--- src/rtl/cpu_pkg.sv ---
// cpu_pkg: opcodes, ALUOp codes, select encodings and FSM state shared by the CPU control blocks
package cpu_pkg;
  localparam logic [5:0] OP_RTYPE = 6'd0;
  localparam logic [5:0] OP_J     = 6'd2;
  localparam logic [5:0] OP_BEQ   = 6'd4;
  localparam logic [5:0] OP_ADDI  = 6'd8;
  localparam logic [5:0] OP_SLTI  = 6'd10;
  localparam logic [5:0] OP_LW    = 6'd35;
  localparam logic [5:0] OP_SW    = 6'd43;
  localparam logic [2:0] ALUOP_RTYPE = 3'd0;
  localparam logic [2:0] ALUOP_ADD   = 3'd1;
  localparam logic [2:0] ALUOP_SLT   = 3'd2;
  localparam logic [2:0] ALUOP_SUB   = 3'd3;
  localparam logic [1:0] SRCB_RT      = 2'd0;
  localparam logic [1:0] SRCB_FOUR    = 2'd1;
  localparam logic [1:0] SRCB_IMM     = 2'd2;
  localparam logic [1:0] SRCB_IMM_SH2 = 2'd3;
  localparam logic [1:0] PC_SRC_ALU    = 2'd0;
  localparam logic [1:0] PC_SRC_ALUOUT = 2'd1;
  localparam logic [1:0] PC_SRC_JUMP   = 2'd2;

  typedef enum logic [3:0] {
    FETCH    = 4'd0,
    DECODE   = 4'd1,
    MEM_ADDR = 4'd2,
    MEM_RD   = 4'd3,
    MEM_WB   = 4'd4,
    MEM_WR   = 4'd5,
    EXEC     = 4'd6,
    ALU_WB   = 4'd7,
    BRANCH   = 4'd8,
    JUMP     = 4'd9,
    ILLEGAL  = 4'd10
  } state_t;

  typedef struct packed {
    logic       pc_write;
    logic [1:0] pc_src;
    logic       iord;
    logic       mem_read;
    logic       mem_write;
    logic       ir_write;
    logic       reg_write;
    logic       reg_dst;
    logic       mem_to_reg;
    logic       alu_src_a;
    logic [1:0] alu_src_b;
    logic [2:0] alu_op;
    logic       illegal;
  } ctrl_t;

  function automatic state_t decode_next(input logic [5:0] op);
    return (op == OP_RTYPE || op == OP_ADDI || op == OP_SLTI) ? EXEC :
           (op == OP_LW || op == OP_SW) ? MEM_ADDR :
           (op == OP_BEQ) ? BRANCH :
           (op == OP_J) ? JUMP : ILLEGAL;
  endfunction
endpackage

--- src/rtl/multicycle_ctrl_outdec.sv ---
// multicycle_ctrl_outdec: state/opcode to control-vector decode; only pc_write/ir_write see mem_ready/zero
module multicycle_ctrl_outdec
  import cpu_pkg::*;
(
  input  state_t     state,
  input  logic [5:0] op,
  input  logic       mem_ready,
  input  logic       zero,
  output ctrl_t      ctrl
);
  always_comb begin
    ctrl = '0;
    case (state)
      FETCH: begin
        ctrl.mem_read = 1'b1;
        ctrl.alu_src_b = SRCB_FOUR;
        ctrl.alu_op = ALUOP_ADD;
        ctrl.pc_src = PC_SRC_ALU;
        ctrl.ir_write = mem_ready;
        ctrl.pc_write = mem_ready;
      end
      DECODE: begin
        ctrl.alu_src_b = SRCB_IMM_SH2;
        ctrl.alu_op = ALUOP_ADD;
      end
      MEM_ADDR: begin
        ctrl.alu_src_a = 1'b1;
        ctrl.alu_src_b = SRCB_IMM;
        ctrl.alu_op = ALUOP_ADD;
      end
      MEM_RD: begin
        ctrl.mem_read = 1'b1;
        ctrl.iord = 1'b1;
      end
      MEM_WB: begin
        ctrl.reg_write = 1'b1;
        ctrl.mem_to_reg = 1'b1;
      end
      MEM_WR: begin
        ctrl.mem_write = 1'b1;
        ctrl.iord = 1'b1;
      end
      EXEC: begin
        ctrl.alu_src_a = 1'b1;
        ctrl.alu_src_b = op == OP_RTYPE ? SRCB_RT : SRCB_IMM;
        ctrl.alu_op = op == OP_RTYPE ? ALUOP_RTYPE : op == OP_SLTI ? ALUOP_SLT : ALUOP_ADD;
      end
      ALU_WB: begin
        ctrl.reg_write = 1'b1;
        ctrl.reg_dst = op == OP_RTYPE;
      end
      BRANCH: begin
        ctrl.alu_src_a = 1'b1;
        ctrl.alu_src_b = SRCB_RT;
        ctrl.alu_op = ALUOP_SUB;
        ctrl.pc_src = PC_SRC_ALUOUT;
        ctrl.pc_write = zero;
      end
      JUMP: begin
        ctrl.pc_write = 1'b1;
        ctrl.pc_src = PC_SRC_JUMP;
      end
      ILLEGAL: ctrl.illegal = 1'b1;
      default: ;
    endcase
  end
endmodule

--- src/rtl/multicycle_ctrl.sv ---
// multicycle_ctrl: multi-cycle CPU control FSM; define PERF_CNT_EN to add cycle/instruction counters
module multicycle_ctrl
  import cpu_pkg::*;
#(
  parameter int STATE_W = 4
`ifdef PERF_CNT_EN
  ,
  parameter int CNT_W = 32
`endif
) (
  input  logic               clk_i,
  input  logic               rst_i,
  input  logic [5:0]         instr_op_i,
  input  logic               zero_i,
  input  logic               mem_ready_i,
  output logic               pc_write_o,
  output logic [1:0]         pc_src_o,
  output logic               iord_o,
  output logic               mem_read_o,
  output logic               mem_write_o,
  output logic               ir_write_o,
  output logic               reg_write_o,
  output logic               reg_dst_o,
  output logic               mem_to_reg_o,
  output logic               alu_src_a_o,
  output logic [1:0]         alu_src_b_o,
  output logic [2:0]         ALUOp_o,
  output logic               illegal_o,
  output logic [STATE_W-1:0] state_o
`ifdef PERF_CNT_EN
  ,
  output logic [CNT_W-1:0]   cycle_cnt_o,
  output logic [CNT_W-1:0]   instr_cnt_o
`endif
);
  state_t state;
  ctrl_t  dec, ctrl;

  always_ff @(posedge clk_i) begin
    if (rst_i) state <= FETCH;
    else
      case (state)
        FETCH:    if (mem_ready_i) state <= DECODE;
        DECODE:   state <= decode_next(instr_op_i);
        MEM_ADDR: state <= instr_op_i == OP_SW ? MEM_WR : MEM_RD;
        MEM_RD:   if (mem_ready_i) state <= MEM_WB;
        MEM_WR:   if (mem_ready_i) state <= FETCH;
        EXEC:     state <= ALU_WB;
        default:  state <= FETCH;
      endcase
  end

  multicycle_ctrl_outdec u_outdec (
    .state     (state),
    .op        (instr_op_i),
    .mem_ready (mem_ready_i),
    .zero      (zero_i),
    .ctrl      (dec)
  );

  // reset suppresses every strobe in the very cycle it is asserted, even mid-instruction
  assign ctrl = rst_i ? '0 : dec;

  assign pc_write_o   = ctrl.pc_write;
  assign pc_src_o     = ctrl.pc_src;
  assign iord_o       = ctrl.iord;
  assign mem_read_o   = ctrl.mem_read;
  assign mem_write_o  = ctrl.mem_write;
  assign ir_write_o   = ctrl.ir_write;
  assign reg_write_o  = ctrl.reg_write;
  assign reg_dst_o    = ctrl.reg_dst;
  assign mem_to_reg_o = ctrl.mem_to_reg;
  assign alu_src_a_o  = ctrl.alu_src_a;
  assign alu_src_b_o  = ctrl.alu_src_b;
  assign ALUOp_o      = ctrl.alu_op;
  assign illegal_o    = ctrl.illegal;
  assign state_o      = rst_i ? '0 : STATE_W'(state);

`ifdef PERF_CNT_EN
  logic retire;
  assign retire = (state inside {MEM_WB, ALU_WB, BRANCH, JUMP, ILLEGAL}) || (state == MEM_WR && mem_ready_i);
  always_ff @(posedge clk_i) begin
    if (rst_i) begin
      cycle_cnt_o <= '0;
      instr_cnt_o <= '0;
    end else begin
      cycle_cnt_o <= cycle_cnt_o + 1'b1;
      instr_cnt_o <= instr_cnt_o + CNT_W'(retire);
    end
  end
`endif
endmodule

--- config.mk ---
export PLATFORM = sky130hd
export DESIGN_NAME = multicycle_ctrl
export DESIGN_NICKNAME = d
export VERILOG_FILES = /design/src/rtl/cpu_pkg.sv /design/src/rtl/multicycle_ctrl_outdec.sv /design/src/rtl/multicycle_ctrl.sv
export SDC_FILE = /design/constraint.sdc
export NUM_CORES = 1
export LEC_CHECK = 0
export CAP_MARGIN = 20
export CORE_UTILIZATION = 40
export DETAILED_ROUTE_END_ITERATION = 7
export PLACE_DENSITY = 0.82
export SLEW_MARGIN = 0
export SYNTH_ARGS = -nofsm -noshare
export SYNTH_HDL_FRONTEND = slang
export SYNTH_SLANG_ARGS = --single-unit
--- constraint.sdc ---
create_clock -name clk_i -period 3.8 [get_ports clk_i]
set_input_delay 0.95 -clock clk_i [delete_from_list [all_inputs] [get_ports clk_i]]
set_output_delay 0.95 -clock clk_i [all_outputs]
set_load 0.02 [all_outputs]
# Yosys cells after proc, flatten, opt, wreduce, memory -nomap -nowiden
# Cells that the tools add are included.
# word_totals
regBits	4
inputBits	10
out_inout_bits	21
word_cells	55
# op_classes
eq_ne	19
mux	25
reduce_logical	10
# ops
operator	count
$pmux 5 s5	1
$mux 4	6
$pmux 4 s6	1
$mux 17	1
$eq 4x3->1 const B	4
$eq 4x4->1 const B	3
$eq 6x4->1 const B	2
$eq 6x6->1 const B	2
$mux 1	9
$pmux 3 s3	1
$eq 4x2->1 const B	2
$mux 2	4
$eq 6x2->1 const B	1
$eq 6x3->1 const B	1
$logic_not 6->1	1
$mux 3	2
$ne 2x2->1 const B	3
$reduce_or 2->1	3
$eq 4x1->1 const B	1
$logic_not 4->1	1
$logic_or 1x1->1	3
$reduce_and 3->1	1
$reduce_or 3->1	1

# Logic depth before layout (Yosys ltp)
# depth
depth_word	6
ltp_mapped	6
depth_no_buf	4

# Modules after synthesis
# From an unflattened synthesis, not the netlist that was laid out.
# hier_totals
cells_unflattened	102
area_unflattened_um2	670.6
# by_module_without_submodules
mod	n_inst	cells_each	area_each_um2	seq_area_each_um2
multicycle_ctrl	1	59	429.2	80.1
multicycle_ctrl_outdec	1	43	241.5	0.0

# Worst setup path after synthesis
# No wires, ideal clock.
# synth_path
path_kind	input -> output
startpoint	input port rst_i
endpoint	output port ALUOp_o[1]
arrival_time_ps	2251
required_ps	2850
setup_slack_ps	599
path_stages	4
path_buffers	0
cell_sequence	nor2b_1 -> nand2b_1 -> nor3_1 -> a41o_1
# synth_via
elab_chain_cells	1
# synth_lines
item	line_no	rtl
start: declaration	multicycle_ctrl.sv:12	input logic rst_i,
$mux 17	multicycle_ctrl.sv:62	assign ctrl = rst_i ? '0 : dec;
end: declaration	multicycle_ctrl.sv:27	output logic [2:0] ALUOp_o,
# Every way passes these cells.

# Worst setup path after layout
# layout_path
startpoint	input port instr_op_i[0]
endpoint	output port alu_src_b_o[1]
# layout_via
elab_chain_cells	4
# layout_lines
item	line_no	rtl
start: declaration	multicycle_ctrl.sv:13	input logic [5:0] instr_op_i,
$logic_not 6->1	multicycle_ctrl_outdec.sv:45	ctrl.alu_src_b = op == OP_RTYPE ? SRCB_RT : SRCB_IMM;
$mux 2	multicycle_ctrl_outdec.sv:45	
$pmux 5 s5	multicycle_ctrl_outdec.sv:13	case (state)
$mux 17	multicycle_ctrl.sv:62	
end: declaration	multicycle_ctrl.sv:26	output logic [1:0] alu_src_b_o,
# Every way passes these cells.

==> results.cfg <==
[outcome]
status = complete, no violations

[yosys]
yosys_warnings = 0
postSynthNetCount = 94
yosysUniqueCellTypes = 33
synth_top_area_cell = dfxtp_1
yosysTopAreaCellShare_pct = 14.3
syn-cell-area_um2 = 562
netlist_top_cells_area = dfxtp_1 14%, nor2_1 11%, nor3_1 6.2%
syn_inst = 84
ys_ff_latch = 4
ys_seq_area_share_pct = 14.3
avgSynthCellArea_um2 = 6.69

[placement]
place_congestion = 0.819
dpl_cell_area_um2 = 855
dp.cells = 125
port_buffers = 29
dp_slack_ns = 0.0462
hpwl_um = 1230

[detailed_routing]
routed_wl_um = 1620
drt_iter0_markers = 19
drc = 0
via_per_inst = 5.67
wire_per_inst_um = 12.6
num_vias = 726
ant_nets = 0
first_pass_iters = 4

[final_layout]
fillers = 122
fin_area_um2 = 887
largest_reg_flops = 4
drive_above_1_share_pct = 9.73
seq_area_um2 = 80.1
fin_cells = 128
final_net_count = 125
reg.largest.list = state: 4 flops
regMostFlops = state
multi_input_area_um2 = 427
final_util_pct = 68.2
n_antenna_cell = 0
area_delta_synth_final_pct = 57.9

[sta]
hold_slack_ns = 0.820
fin_tns_setup_ns = 0
layout_min_cycle_time_ns = 3.69
drv_slew = 0
skew_ns = 0.00383
rsz0062_at_grt = false
hold_viol_final = 0
worst_slew_pin_slew_ns = 0.648
setup_viol = 0
max_freq_mhz = 271
post-route-period-util_pct = 97.0
slew_headroom_pct = 56.7
fin_ws_ns = 0.114

[die]
ios = 31
fp.coreArea_um2 = 1300
die_x_um = 39.5
die_area_um2 = 1560
die_h_um = 39.5
rows = 13
initial_utilization_pct = 43.2

[min_path]
hold_class = reg2reg

[clocking]
clock-sinks = 4
tritoncts = done
cts_root_buf = clkbuf_4
hold_buffers = 0
cts_buffer_depth = 2
numCtsBuffers = 3
insertion_delay_ns = 0.23
path_clk_slew_ns = 0.04
h-tree-depth = 1

[setup_path]
crit_arrival_ns = 2.74
path_max_fanout = 4
startpoint_type = input port
critPathRequiredTime_ns = 2.85
crit_type = in2out
cp-end-kind = output pin

[global_routing]
grt_pass1_vias = 608
grt_max_degree = 20
grt_pass1_wl_um = 2540
gr-usage-all-layers_pct = 23.0
grt-ovfl-total = 0
antenna_found_initial = 0

[power]
p_comb_share_pct = 50.2
p_sw_uw = 94.3
finalPower_uw = 233
p_clk_share_pct = 22.1
p_leak_nw = 0.365
power_density_nw_per_um2 = 263
switching_share_pct = 40.4
peakVddDrop_mv = 0.193
seqPwrFrac_pct = 27.7
intPower_uw = 139

[flow_run]
cap_viol_max_count = 0
==> cells by family after synthesis <==
kind of cell	after synthesis	synth area share, %
simple gates	50	49.9
compound gates	14	16.5
buf+inv	10	10.2
flops	4	14.3
xor+xnor	2	3.12
mux	2	3.56
fa+ha+maj	1	1.78
other cells	1	0.668
==> worst paths after layout <==
check                   end  depth (start not counted)           from  slack (ns)
max          alu_src_b_o[1]                          6  instr_op_i[0]        0.11
min                state[3]                          2       state[3]        0.82
max reg2reg        state[2]                          3       state[1]        2.28
min reg2reg        state[3]                          2       state[3]        0.82
==> worst max-delay path, cell delays in order <==
cell,delay (ns)
clkdlybuf4s50_1,0.49
nor4_4,0.34
nand3_1,0.15
a21oi_1,0.21
nor2_1,0.05
clkdlybuf4s50_1,0.54
==> area by class of cell <==
class                           instances  area share, %
Clock buffer                            3           2.54
Inverter                                3           1.27
Multi-Input combinational cell         70           48.1
Sequential cell                         4           9.03
Tap cell                               15           2.12
Timing Repair Buffer                   33           37.0
==> placed cells by master (no fill, tap or decap), types with 2 or more instances in the layout <==
cell type and instances:
nor4_1 3, mux2i_1 2, o21ai_0 2, a21oi_1 5, and4_1 2, nand4_1 2
buf_4 4, dfxtp_1 4, dlymetal6s2s_1 3, xnor2_1 2, nor2_1 16, nor3_1 7
clkbuf_4 3, or3_1 2, nand2b_1 4, clkdlybuf4s50_1 26, o21ai_1 3, inv_1 3
nor2b_1 3, nand2_1 3
==> power by group through the flow <==
stage | clock network [mW] | registers (mW) | logic (mW)
3_3_place_gp | 0 | 0.0648 | 0.115
4_1_cts | 0.0519 | 0.0642 | 0.117
2_1_floorplan | 0 | 0.0514 | 0.0808
3_5_place_dp | 0 | 0.0650 | 0.117
6_report | 0.0516 | 0.0647 | 0.117
5_1_grt | 0.0565 | 0.0668 | 0.128
==> cell usage after synthesis <==
library cell  count
nor3_1            7
nand2b_1          4
nand4b_1          1
a211o_1           1
a21oi_1           5
buf_4             2
o21ai_0           2
nor2_1           16
a221oi_1          1
mux2i_1           2
o21ai_1           3
a2111oi_2         1
and2b_1           1
nand3_1           1
conb_1            1
and4_1            2
buf_6             1
xnor2_1           2
or3_1             2
nand2_1           3
buf_2             4
nand4_1           2
nor2_2            1
maj3_1            1
inv_1             3
or2_1             1
dfxtp_1           4
or4_1             1
and2_1            1
a41o_1            1
nor2b_1           3
nor4_4            1
nor4_1            3
==> routing by layer <==
layer / global-route usage, % / up-vias / routed length [um]
li1: - / 355 / -
met1: 28.4 / 325 / 621
met2: 41.0 / 44 / 867
met3: 4.55 / 2 / 122
met4: 3.45 / 0 / 7
met5: 0 / - / 0
==> what timing repair did <==
action / 4_1_cts / 5_1_grt
buffers inserted: 0 / 0
endpoints found under the setup margin: 0 / 6
endpoints found under the hold margin: 0 / 0
resized for setup: 0 / 4
(Power assumes the default switching activity.)
